## config.mk

```make
export PLATFORM = sky130hd
export DESIGN_NAME = prefix32_pipe_adder
export DESIGN_NICKNAME = d
export VERILOG_FILES = /design/src/rtl/alu_pkg.sv /design/src/rtl/prefix_black_cell.sv /design/src/rtl/prefix32_pipe_adder.sv
export SDC_FILE = /design/constraint.sdc
export NUM_CORES = 1
export LEC_CHECK = 0
export CORE_MARGIN = 5
export CORE_UTILIZATION = 55
export CTS_CLUSTER_DIAMETER = 80
export CTS_CLUSTER_SIZE = 16
export DETAILED_ROUTE_END_ITERATION = 6
export DONT_BUFFER_PORTS = 1
export PLACE_DENSITY = 0.7
export SYNTH_ARGS = -nofsm -noshare
export SYNTH_HDL_FRONTEND = slang
export SYNTH_SLANG_ARGS = --single-unit
```

## constraint.sdc

```tcl
create_clock -name clk -period 1.6 [get_ports clk]
set_input_delay 0.08 -clock clk [delete_from_list [all_inputs] [get_ports clk]]
set_output_delay 0.08 -clock clk [all_outputs]
set_load 0.02 [all_outputs]
```

## src/rtl/alu_pkg.sv

```systemverilog
// Shared ALU datapath constants.
package alu_pkg;
  localparam int unsigned WIDTH         = 32;
  localparam int unsigned PREFIX_LEVELS = 5;
  localparam int unsigned PIPE_LATENCY  = 4;
endpackage

```

## src/rtl/prefix_black_cell.sv

```systemverilog
// Kogge-Stone prefix operator: combines a high group (h) with the adjacent lower group (l).
module prefix_black_cell (
  input  logic gh,
  input  logic ph,
  input  logic gl,
  input  logic pl,
  output logic g,
  output logic p
);
  assign g = gh | (ph & gl);
  assign p = ph & pl;
endmodule

```

## src/rtl/prefix32_pipe_adder.sv

```systemverilog
// 32-bit four-stage pipelined Kogge-Stone adder: {cout,s} = a + b + c.
module prefix32_pipe_adder
  import alu_pkg::*;
(
  output logic [WIDTH-1:0] s,
  output logic             cout,
  input  logic [WIDTH-1:0] a,
  input  logic [WIDTH-1:0] b,
  input  logic             c,
  input  logic             clk,
  input  logic             reset
);
  localparam int S2_LEVELS = 3;
  localparam int SPAN4     = 1 << (PREFIX_LEVELS - 2);
  localparam int SPAN5     = 1 << (PREFIX_LEVELS - 1);

  logic [WIDTH-1:0] a1, b1;
  logic             c1;
  logic [WIDTH-1:0] gen0, prop0;
  logic [S2_LEVELS:0][WIDTH-1:0] gs, ps;
  logic [WIDTH-1:0] g2, p2, bp2;
  logic             c2;
  logic [WIDTH-1:0] g4, p4, g5, p5_unused;
  logic [WIDTH-1:0] g3, bp3;
  logic             c3;

  // Stage 1: operand capture
  always_ff @(posedge clk) begin
    if (!reset) begin
      a1 <= '0;
      b1 <= '0;
      c1 <= 1'b0;
    end else begin
      a1 <= a;
      b1 <= b;
      c1 <= c;
    end
  end

  // Carry-in folded into bit 0's generate, so G[i:0] below equals G[i:-1].
  assign gen0  = a1 & b1;
  assign prop0 = a1 ^ b1;
  assign gs[0] = {gen0[WIDTH-1:1], gen0[0] | (prop0[0] & c1)};
  assign ps[0] = prop0;

  for (genvar lvl = 1; lvl <= S2_LEVELS; lvl++) begin : g_s2_level
    localparam int SPAN = 1 << (lvl - 1);
    for (genvar i = 0; i < WIDTH; i++) begin : g_node
      if (i < SPAN) begin : g_pass
        assign gs[lvl][i] = gs[lvl-1][i];
        assign ps[lvl][i] = ps[lvl-1][i];
      end else begin : g_cell
        prefix_black_cell u_cell (
          .gh(gs[lvl-1][i]), .ph(ps[lvl-1][i]),
          .gl(gs[lvl-1][i-SPAN]), .pl(ps[lvl-1][i-SPAN]),
          .g(gs[lvl][i]), .p(ps[lvl][i])
        );
      end
    end
  end

  // Stage 2: partial prefix (spans 1,2,4) plus bitwise propagate
  always_ff @(posedge clk) begin
    if (!reset) begin
      g2  <= '0;
      p2  <= '0;
      bp2 <= '0;
      c2  <= 1'b0;
    end else begin
      g2  <= gs[S2_LEVELS];
      p2  <= ps[S2_LEVELS];
      bp2 <= prop0;
      c2  <= c1;
    end
  end

  for (genvar i = 0; i < WIDTH; i++) begin : g_level4
    if (i < SPAN4) begin : g_pass
      assign g4[i] = g2[i];
      assign p4[i] = p2[i];
    end else begin : g_cell
      prefix_black_cell u_cell (
        .gh(g2[i]), .ph(p2[i]), .gl(g2[i-SPAN4]), .pl(p2[i-SPAN4]),
        .g(g4[i]), .p(p4[i])
      );
    end
  end

  for (genvar i = 0; i < WIDTH; i++) begin : g_level5
    if (i < SPAN5) begin : g_pass
      assign g5[i]        = g4[i];
      assign p5_unused[i] = p4[i];
    end else begin : g_cell
      prefix_black_cell u_cell (
        .gh(g4[i]), .ph(p4[i]), .gl(g4[i-SPAN5]), .pl(p4[i-SPAN5]),
        .g(g5[i]), .p(p5_unused[i])
      );
    end
  end

  // Stage 3: g3[i] is the carry out of bit i
  always_ff @(posedge clk) begin
    if (!reset) begin
      g3  <= '0;
      bp3 <= '0;
      c3  <= 1'b0;
    end else begin
      g3  <= g5;
      bp3 <= bp2;
      c3  <= c2;
    end
  end

  // Stage 4: sum and carry out
  always_ff @(posedge clk) begin
    if (!reset) begin
      s    <= '0;
      cout <= 1'b0;
    end else begin
      s    <= bp3 ^ {g3[WIDTH-2:0], c3};
      cout <= g3[WIDTH-1];
    end
  end
endmodule

```

Word level (Yosys, flattened, before mapping)

Cells that the tools add are included.

Shift operators: 0
Reductions and logical operators: 0
Multiplexer cells: 0
Equality and inequality tests: 0
Div/mod/pow operators: 0
Multipliers: 0
$add $sub $neg: 0
Order comparisons: 0
Bitwise gates (word level): 368

Operators by type and width:

| operator       | count |
|---|---|
| $and 1x1->1    | 235 |
| $or 1x1->1     | 130 |
| $xor 32x32->32 | 2 |
| $and 32x32->32 | 1 |

Latch bits: 0
Output and inout bits: 33
Bits in read-only memories: 0
Memories: 0
RAM bits: 0
Register bits: 260
Input bits: 67

Depth between registers and ports, before layout

Gate-level depths: netlist of the first run.

Depth after elaboration: 9
Gate-level depth with buffers: 5
Depth with buffers taken out: 5

Modules after synthesis

Synthesis of the first run repeated with hierarchy kept, for this count alone.

Cell total of the unflattened synthesis: 869
Area, all modules: 9,713.1 sq um

By module, submodules not included:

| module              | area an instance (sq um) | cells an instance | times used | seq. area each (sq um) |
|---|---|---|---|---|
| prefix32_pipe_adder | 7,776.2                  | 611               | 1          | 5,185.0 |
| prefix_black_cell   | 15.0                     | 2                 | 129        | 0.0 |

Worst setup path before layout of the first run

No wires, ideal clock.

Kind: register to register
Start: reg a1[23]
End: reg g2[24]
Slack: 0.206 ns
Period minus slack after synthesis: 1.394 ns
Stages on the path, launching flop included: 6
Data arrival time: 1.277 ns
Cells stage by stage: dfxtp_1 ha_1 and3_1 buf_2 and3_1 a22o_1

Word-level cells in the longest chain between the ends: 5

Ends and longest elaborated chain:

| element                                       | line                                             | text |
|---|---|---|
| from (decl)                                   | prefix32_pipe_adder.sv:17                        | `logic [WIDTH-1:0] a1, b1;` |
| from (signal assigned)                        | prefix32_pipe_adder.sv:30                        | `a1 <= '0;` |
| from (signal assigned)                        | prefix32_pipe_adder.sv:34                        | `a1 <= a;` |
| $xor 32x32->32 (*)                            | prefix32_pipe_adder.sv:42                        | `assign prop0 = a1 ^ b1;` |
| via g_s2_level[1].g_node[23].g_cell.u_cell.ph | prefix_black_cell.sv:4                           | `input logic ph,` |
| $and 1x1->1 (*)                               | prefix_black_cell.sv:11                          | `assign p = ph & pl;` |
| $and 1x1->1 (on tied branches)                | prefix_black_cell.sv:10, prefix_black_cell.sv:11 |  |
| $or 1x1->1 or $and 1x1->1 (tied branches)     | prefix_black_cell.sv:10                          | `assign g = gh \| (ph & gl);` |
| $or 1x1->1 (*)                                | prefix_black_cell.sv:10                          |  |
| to (signal assigned)                          | prefix32_pipe_adder.sv:70                        | `g2 <= gs[S2_LEVELS];` |
| to (decl)                                     | prefix32_pipe_adder.sv:21                        | `logic [WIDTH-1:0] g2, p2, bp2;` |

Mark *: on every way through the listed nets, which the timed path passes. The rest lies on a longest branch.
A chain may end at the register's enable or synchronous reset.

Final worst setup path of the first run

Start: reg b1[9]
End: reg bp2[9]

Word-level cells in the longest chain between the ends: 1

Ends and longest elaborated chain:

| element                                       | line                      | text |
|---|---|---|
| from (decl)                                   | prefix32_pipe_adder.sv:17 |  |
| from (signal assigned)                        | prefix32_pipe_adder.sv:31 | `b1 <= '0;` |
| from (signal assigned)                        | prefix32_pipe_adder.sv:35 | `b1 <= b;` |
| $xor 32x32->32                                | prefix32_pipe_adder.sv:42 |  |
| via g_s2_level[1].g_node[10].g_cell.u_cell.pl | prefix_black_cell.sv:6    | `input logic pl,` |
| to (signal assigned)                          | prefix32_pipe_adder.sv:72 | `bp2 <= prop0;` |
| to (decl)                                     | prefix32_pipe_adder.sv:21 |  |

The timed path passes the listed nets, and every way through them passes these cells.

==> results.py, run 1 <==
metrics = {
    "status": {
        "status": "finished, final reports clean",
    },
    "placed_design": {
        "hpwlAfterDp_um": 10800,
        "gp_congestion": 0.858,
        "io_buffer_count": 0,
        "place_ws_ns": 0.0855,
    },
    "clock_network": {
        "cts_tree": "built",
        "clk_latency_ns": 0.48,
        "cts.sinks": 252,
        "cts_buffer_depth": 3,
        "cts_max_level": 1,
        "cts_made_buffers": 19,
        "root_buffer": "clkbuf_16",
        "path_clk_slew_ns": 0.06,
    },
    "logic_synthesis": {
        "synth_cell_type_count": 51,
        "yosys_register_bits": 252,
        "synth.most_common_cell": "dfxtp_1",
        "synth_area_mm2": 0.00843,
        "post-synth-top-area-fraction_pct": 59.8,
        "synth_nets": 884,
        "async_flop_share_pct": 0,
        "synth-edff-count": 0,
        "synth_top_cell_by_area": "dfxtp_1",
        "netlist_instances": 785,
        "yosysSeqAreaShare_pct": 59.8,
        "yosysWarnings": 0,
        "syn_avg_cell_area_um2": 10.7,
        "yosys-top-cells-area": "dfxtp_1 60%, and2_1 11%, ha_1 4.7%, xnor2_1 3.3%, nor2_1 2.8%",
        "synth_top_flop_cell": "dfxtp_1",
        "synth_common_cells": "252 x dfxtp_1, 145 x and2_1, 64 x nor2_1",
    },
    "power": {
        "p_int_mw": 9.36,
        "p_clk_share_pct": 35.1,
        "sw_frac_of_total_pct": 21.3,
        "p_comb_share_pct": 8.9,
        "p_seq_share_pct": 56.0,
        "power.switching_mw": 2.53,
        "p_leak_nw": 4.56,
        "powerDensity_mw_per_mm2": 1110,
        "peakVddDrop_mv": 0.830,
    },
    "drt": {
        "wire_per_inst_um": 16.2,
        "first_iter_violations": 435,
        "num_vias": 5828,
        "vias_per_cell": 5.16,
        "top_layer": "met4",
        "postRouteWirelength_um": 18300,
        "drc": 0,
        "wl_met1_um": 8260,
        "route.met3.wl_um": 1120,
        "wl_met2_um": 8570,
        "ant_nets": 0,
        "dr.pass1.iters": 5,
    },
    "die": {
        "num_io_pins": 100,
        "dieArea_mm2": 0.0179,
        "die_height_um": 134,
        "core_area_mm2": 0.0151,
        "rows": 45,
        "die_w_um": 134,
        "floorplan.initialDensity_pct": 55.7,
    },
    "cells_and_area": {
        "multiInputGateArea_mm2": 0.00318,
        "ff_latch_area_mm2": 0.00504,
        "final_nets": 1041,
        "antenna_cells": 0,
        "syn_to_final_growth_pct": 27.5,
        "drive_above_1_share_pct": 5.53,
        "n_fill_cell": 1061,
    },
    "global_route": {
        "grt_max_degree": 109,
        "grt_pass1_vias": 5975,
        "grt_overflow": 0,
        "antenna_found_initial": 0,
        "grt_pass1_wl_um": 30200,
        "track_usage_pct": 20.8,
    },
    "sta": {
        "setup_viol": 0,
        "setup_tns_ns": 0,
        "slew_headroom_pct": 74.6,
        "skew_ns": 0.00908,
        "fin_ws_ns": 0.0852,
        "timing.fmax_mhz": 660,
        "rsz0062_at_grt": "false",
        "drv_slew": 0,
        "finalCritPeriodShare_pct": 94.7,
        "min_period_ns": 1.51,
        "final-hold-violation-count": 0,
        "worst_pin_slew_ns": 0.381,
    },
    "worst_hold_path": {
        "hp-class": "primary input to flop",
    },
    "worst_setup_path": {
        "startpoint_type": "flop",
        "path_class": "flop to flop",
        "end_kind": "flop",
        "worstPathRequired_ns": 2.01,
        "path_max_fanout": 9,
        "arrival_ns": 1.93,
    },
    "job": {
        "cap_violations": 0,
    },
}
metrics by stage:
step	power [mW]	util (%)	cells	hold WS [ns]	area [um2]
floorplan	7.36	-	785	0.207	8430
global placement	7.47	56.1	938	0.209	8490
detailed placement	7.48	56.1	938	0.210	8490
CTS	12.0	70.7	1127	0.0132	10700
global route	12.4	71.0	1129	0.0589	10800
finish	11.9	71.0	1129	0.0203	10800
cell usage in the layout, fill, tap and decap left out, drive strengths merged, types with 2 or more instances in the layout:
cell,instances
nor2,64
and4,3
a22o,6
dlygate4sd3,168
nand4,13
o21ai,20
o21bai,4
xnor2,32
nand3,21
nand2,43
o2bb2ai,2
o21a,7
buf,7
inv,6
o211ai,6
dfxtp,252
a21oi,33
and3,6
a41o,3
ha,32
and2,146
clkbuf,19
a21o,15
a2bb2oi,3
nor3,7
a32o,2
o22ai,6
power groups by stage:
stage,Sequential [mW],Clock [mW],Combinational (mW)
floorplan,6.78,0,0.580
global placement,6.80,0,0.669
detailed placement,6.80,0,0.676
CTS,6.66,4.28,1.01
global route,6.68,4.54,1.16
finish,6.66,4.17,1.06
cells by family (layout without fill, tap and decap cells):
| kind of cell | after synthesis | count (layout) | synth area share, % |
|---|---|---|---|
| XOR/XNOR | 32 | 32 | 3.32 |
| flip-flops | 252 | 252 | 59.8 |
| AND/OR/NAND/NOR | 308 | 308 | 19.8 |
| buffers and inverters | 45 | 201 | 2.86 |
| adder cells (fa/ha/maj) | 32 | 32 | 4.75 |
| AO/OA/AOI/OAI | 116 | 116 | 9.44 |
path summary, 6_finish.rpt:
check / start / to / slack [ns] / depth (start not counted)
setup / recovery: b1[9] / bp2[9] / 0.09 / 3
setup reg to reg: b1[9] / bp2[9] / 0.09 / 3
hold / removal: reset / g2[0] / 0.02 / 3
hold reg to reg: p2[30] / g3[30] / 0.43 / 2
critical path, stage by stage, from the launching register on:
cell	delay, ns
dfxtp_1	0.31
ha_2	0.43
and2_1	0.16
dlygate4sd3_1	0.56
state kept, by name (all words and copies together) (netlist names), 25 cells and up:
register,cells
bp3,32
g3,32
a1,32
s,32
bp2,31
b1,32
g2,32
p2,25
final cells by class:
class	instances	share of cell area, %
multi-input combinational	488	29.5
clock buffer	19	4.42
timing repair buffer	175	16.4
sequential	252	46.9
tap	188	2.19
inverter	6	0.209
clock inverter	1	0.279
layer usage:
metal	up-vias	track usage, %
met5	-	0
met4	0	5.54
met3	34	2.40
met2	206	34.7
met1	2676	28.9
li1	2912	-
what timing repair did:
item	CTS	global route
buffers inserted	0	2
hold endpoints to repair	196	0
hold buffers	169	0
endpoints found under the setup margin	0	10
resized for setup	0	10
Note: power is estimated with default switching activity, not from simulation.
==> run 2, diff against run 1 <==
--- a/config.mk
+++ b/config.mk
@@ -6,12 +6,12 @@
 export NUM_CORES = 1
 export LEC_CHECK = 0
 export CORE_MARGIN = 5
-export CORE_UTILIZATION = 55
+export CORE_UTILIZATION = 60
 export CTS_CLUSTER_DIAMETER = 80
 export CTS_CLUSTER_SIZE = 16
 export DETAILED_ROUTE_END_ITERATION = 6
 export DONT_BUFFER_PORTS = 1
-export PLACE_DENSITY = 0.7
+export PLACE_DENSITY = 0.76
 export SYNTH_ARGS = -nofsm -noshare
 export SYNTH_HDL_FRONTEND = slang
 export SYNTH_SLANG_ARGS = --single-unit
==> run 2 against run 1 <==
  * Die area decreased by 7.7%
  * Fmax decreased by 2.3%
  * Sequential share of layout area grew 0.26 points
  * Non-clock buffer count shrank 3
  * Sequential power about the same
  * Global-route usage grew 3.0 points
  * Clock skew rose by 0.014 ns
  * Critical path type unchanged
  * Largest cell class unchanged
  * Largest power group unchanged
==> results.py, run 2 (synthesis gave the netlist of run 1 again) <==
metrics = {
    "worst_setup_path": {
        "cpMaxStageDelayCell": "dlygate4sd3_1",
        "end_kind": "flop",
        "timing.rr.end": "bp2[13]",
        "reg2reg_depth": 3,
        "cp.buffers_inverters": 1,
        "cpPeakStageDelay_ns": 0.54,
        "worstPathRequired_ns": 1.98,
        "path_class": "flop to flop",
        "path_max_fanout": 6,
        "r2r-start": "b1[13]",
        "startpoint_type": "flop",
        "r2r_slack_ns": 0.05,
        "cpLargestDelayFamily": "buffers and inverters",
        "crit_chain": "ha_1 > and2_1 > dlygate4sd3_1",
        "arrival_ns": 1.93,
    },
    "sta": {
        "setup_viol": 0,
        "skew_ns": 0.0233,
        "fin_ws_ns": 0.0498,
        "whs_ns": 0.0345,
        "final-hold-violation-count": 0,
        "rsz0062_at_grt": "false",
        "worst_pin_slew_ns": 0.487,
        "setup_tns_ns": 0,
        "slew_headroom_pct": 67.5,
        "finalCritPeriodShare_pct": 96.9,
        "min_period_ns": 1.55,
        "drv_slew": 0,
        "timing.fmax_mhz": 645,
    },
    "global_route": {
        "grt_pass1_vias": 6195,
        "track_usage_pct": 23.7,
        "grt_overflow": 0,
        "grt_pass1_wl_um": 31700,
        "grt_max_degree": 107,
        "antenna_found_initial": 0,
    },
    "drt": {
        "wire_per_inst_um": 17.1,
        "num_vias": 5983,
        "first_iter_violations": 511,
        "dr.pass1.iters": 4,
        "vias_per_cell": 5.35,
        "drc": 0,
        "ant_nets": 0,
        "postRouteWirelength_um": 19100,
    },
    "die": {
        "die_height_um": 129,
        "floorplan.initialDensity_pct": 61.0,
        "num_io_pins": 100,
        "die_w_um": 129,
        "core_area_mm2": 0.0138,
        "rows": 43,
        "dieArea_mm2": 0.0165,
    },
    "power": {
        "powerDensity_mw_per_mm2": 1120,
        "power.switching_mw": 2.62,
        "p_comb_share_pct": 8.9,
        "p_int_mw": 9.37,
        "p_seq_share_pct": 55.6,
        "peakVddDrop_mv": 0.897,
        "p_clk_share_pct": 35.5,
        "fin_total_pwr_mw": 12.0,
        "p_leak_nw": 4.54,
        "sw_frac_of_total_pct": 21.9,
    },
    "clock_network": {
        "cts_made_buffers": 19,
        "root_buffer": "clkbuf_16",
        "cts_tree": "built",
        "cts_max_level": 1,
        "clk_latency_ns": 0.49,
        "cts.sinks": 252,
        "cts_buffer_depth": 3,
        "path_clk_slew_ns": 0.07,
    },
    "cells_and_area": {
        "final_cell_mix": "252 x dfxtp_1, 166 x dlygate4sd3_1, 145 x and2_1",
        "syn_to_final_growth_pct": 26.8,
        "antenna_cells": 0,
        "drive_above_1_share_pct": 5.01,
        "final_nets": 1038,
        "utilization_pct": 77.3,
        "final_common_cell": "dfxtp_1",
    },
    "job": {
        "cap_violations": 0,
    },
    "placed_design": {
        "place_ws_ns": 0.0978,
        "gp_congestion": 0.864,
        "hpwlAfterDp_um": 10800,
        "io_buffer_count": 0,
    },
    "worst_hold_path": {
        "hold_depth": 3,
        "hold_end": "g2[12]",
        "hold_start": "reset",
        "hp-class": "primary input to flop",
    },
    "status": {
        "status": "finished, final reports clean",
    },
}
==> run 2: cell types whose count changed in the layout (fill, tap and decap cells not counted), moves of 2 or more <==
cell           before  now
a21oi_2             2    0
ha_1               25   27
a21oi_1            31   33
dlygate4sd3_1     168  166
ha_2                7    5
==> run 2: through the flow <==
stage / cell area [um2] / instances
6_report: 10700 / 1119
5_1_grt: 10700 / 1119
3_3_place_gp: 8470 / 931
4_1_cts: 10700 / 1119
2_1_floorplan: 8430 / 785
3_5_place_dp: 8470 / 931
==> run 2: layout make-up <==
class	instances	area (um2)
Sequential cell	252	5040
Multi-Input combinational cell	488	3160
Fill cell	865	3140
Timing Repair Buffer	172	1730
Clock buffer	19	475
Tap cell	180	225
Clock inverter	2	38.8
Inverter	6	22.5
==> run 2: how the worst max path moves through the flow <==
stage | from | endpoint | slack [ns] | cells past startpoint
after floorplan | a1[23] | g2[24] | 0.21 | 5
after global placement | a1[24] | g2[27] | 0.07 | 4
after detailed placement | a1[24] | g2[30] | 0.1 | 4
after CTS | a1[15] | bp2[15] | 0.03 | 3
after global routing | a1[12] | g2[14] | 0.01 | 4
final | b1[13] | bp2[13] | 0.05 | 3
==> run 2: timing repair <==
item | CTS | global route
buffers inserted | 0 | 0
hold buffers | 167 | 0
hold endpoints to repair | 197 | 0
resized for setup | 0 | 5
setup endpoints to repair | 0 | 8
==> run 2: metal layers <==
layer,up-vias,share of wire [%],routed length [um],global-route usage (%)
met2,237,48,9260,40.8
met4,0,1.7,316,4.82
li1,2899,-,-,-
met5,-,0,0,0
met3,29,7.0,1340,3.74
met1,2818,43,8190,32.0
==> run 2: worst min-delay path: stages <==
cell and delay (ns):
nand3_1 0.08, o211ai_2 0.20, a22o_1 0.12
==> run 2: power by group through the flow <==
| stage | registers (mW) | clock network (mW) | logic [mW] |
|---|---|---|---|
| CTS | 6.66 | 4.32 | 1.01 |
| detailed placement | 6.80 | 0 | 0.678 |
| finish | 6.67 | 4.26 | 1.07 |
| floorplan | 6.78 | 0 | 0.580 |
| global route | 6.69 | 4.55 | 1.16 |
| global placement | 6.80 | 0 | 0.669 |
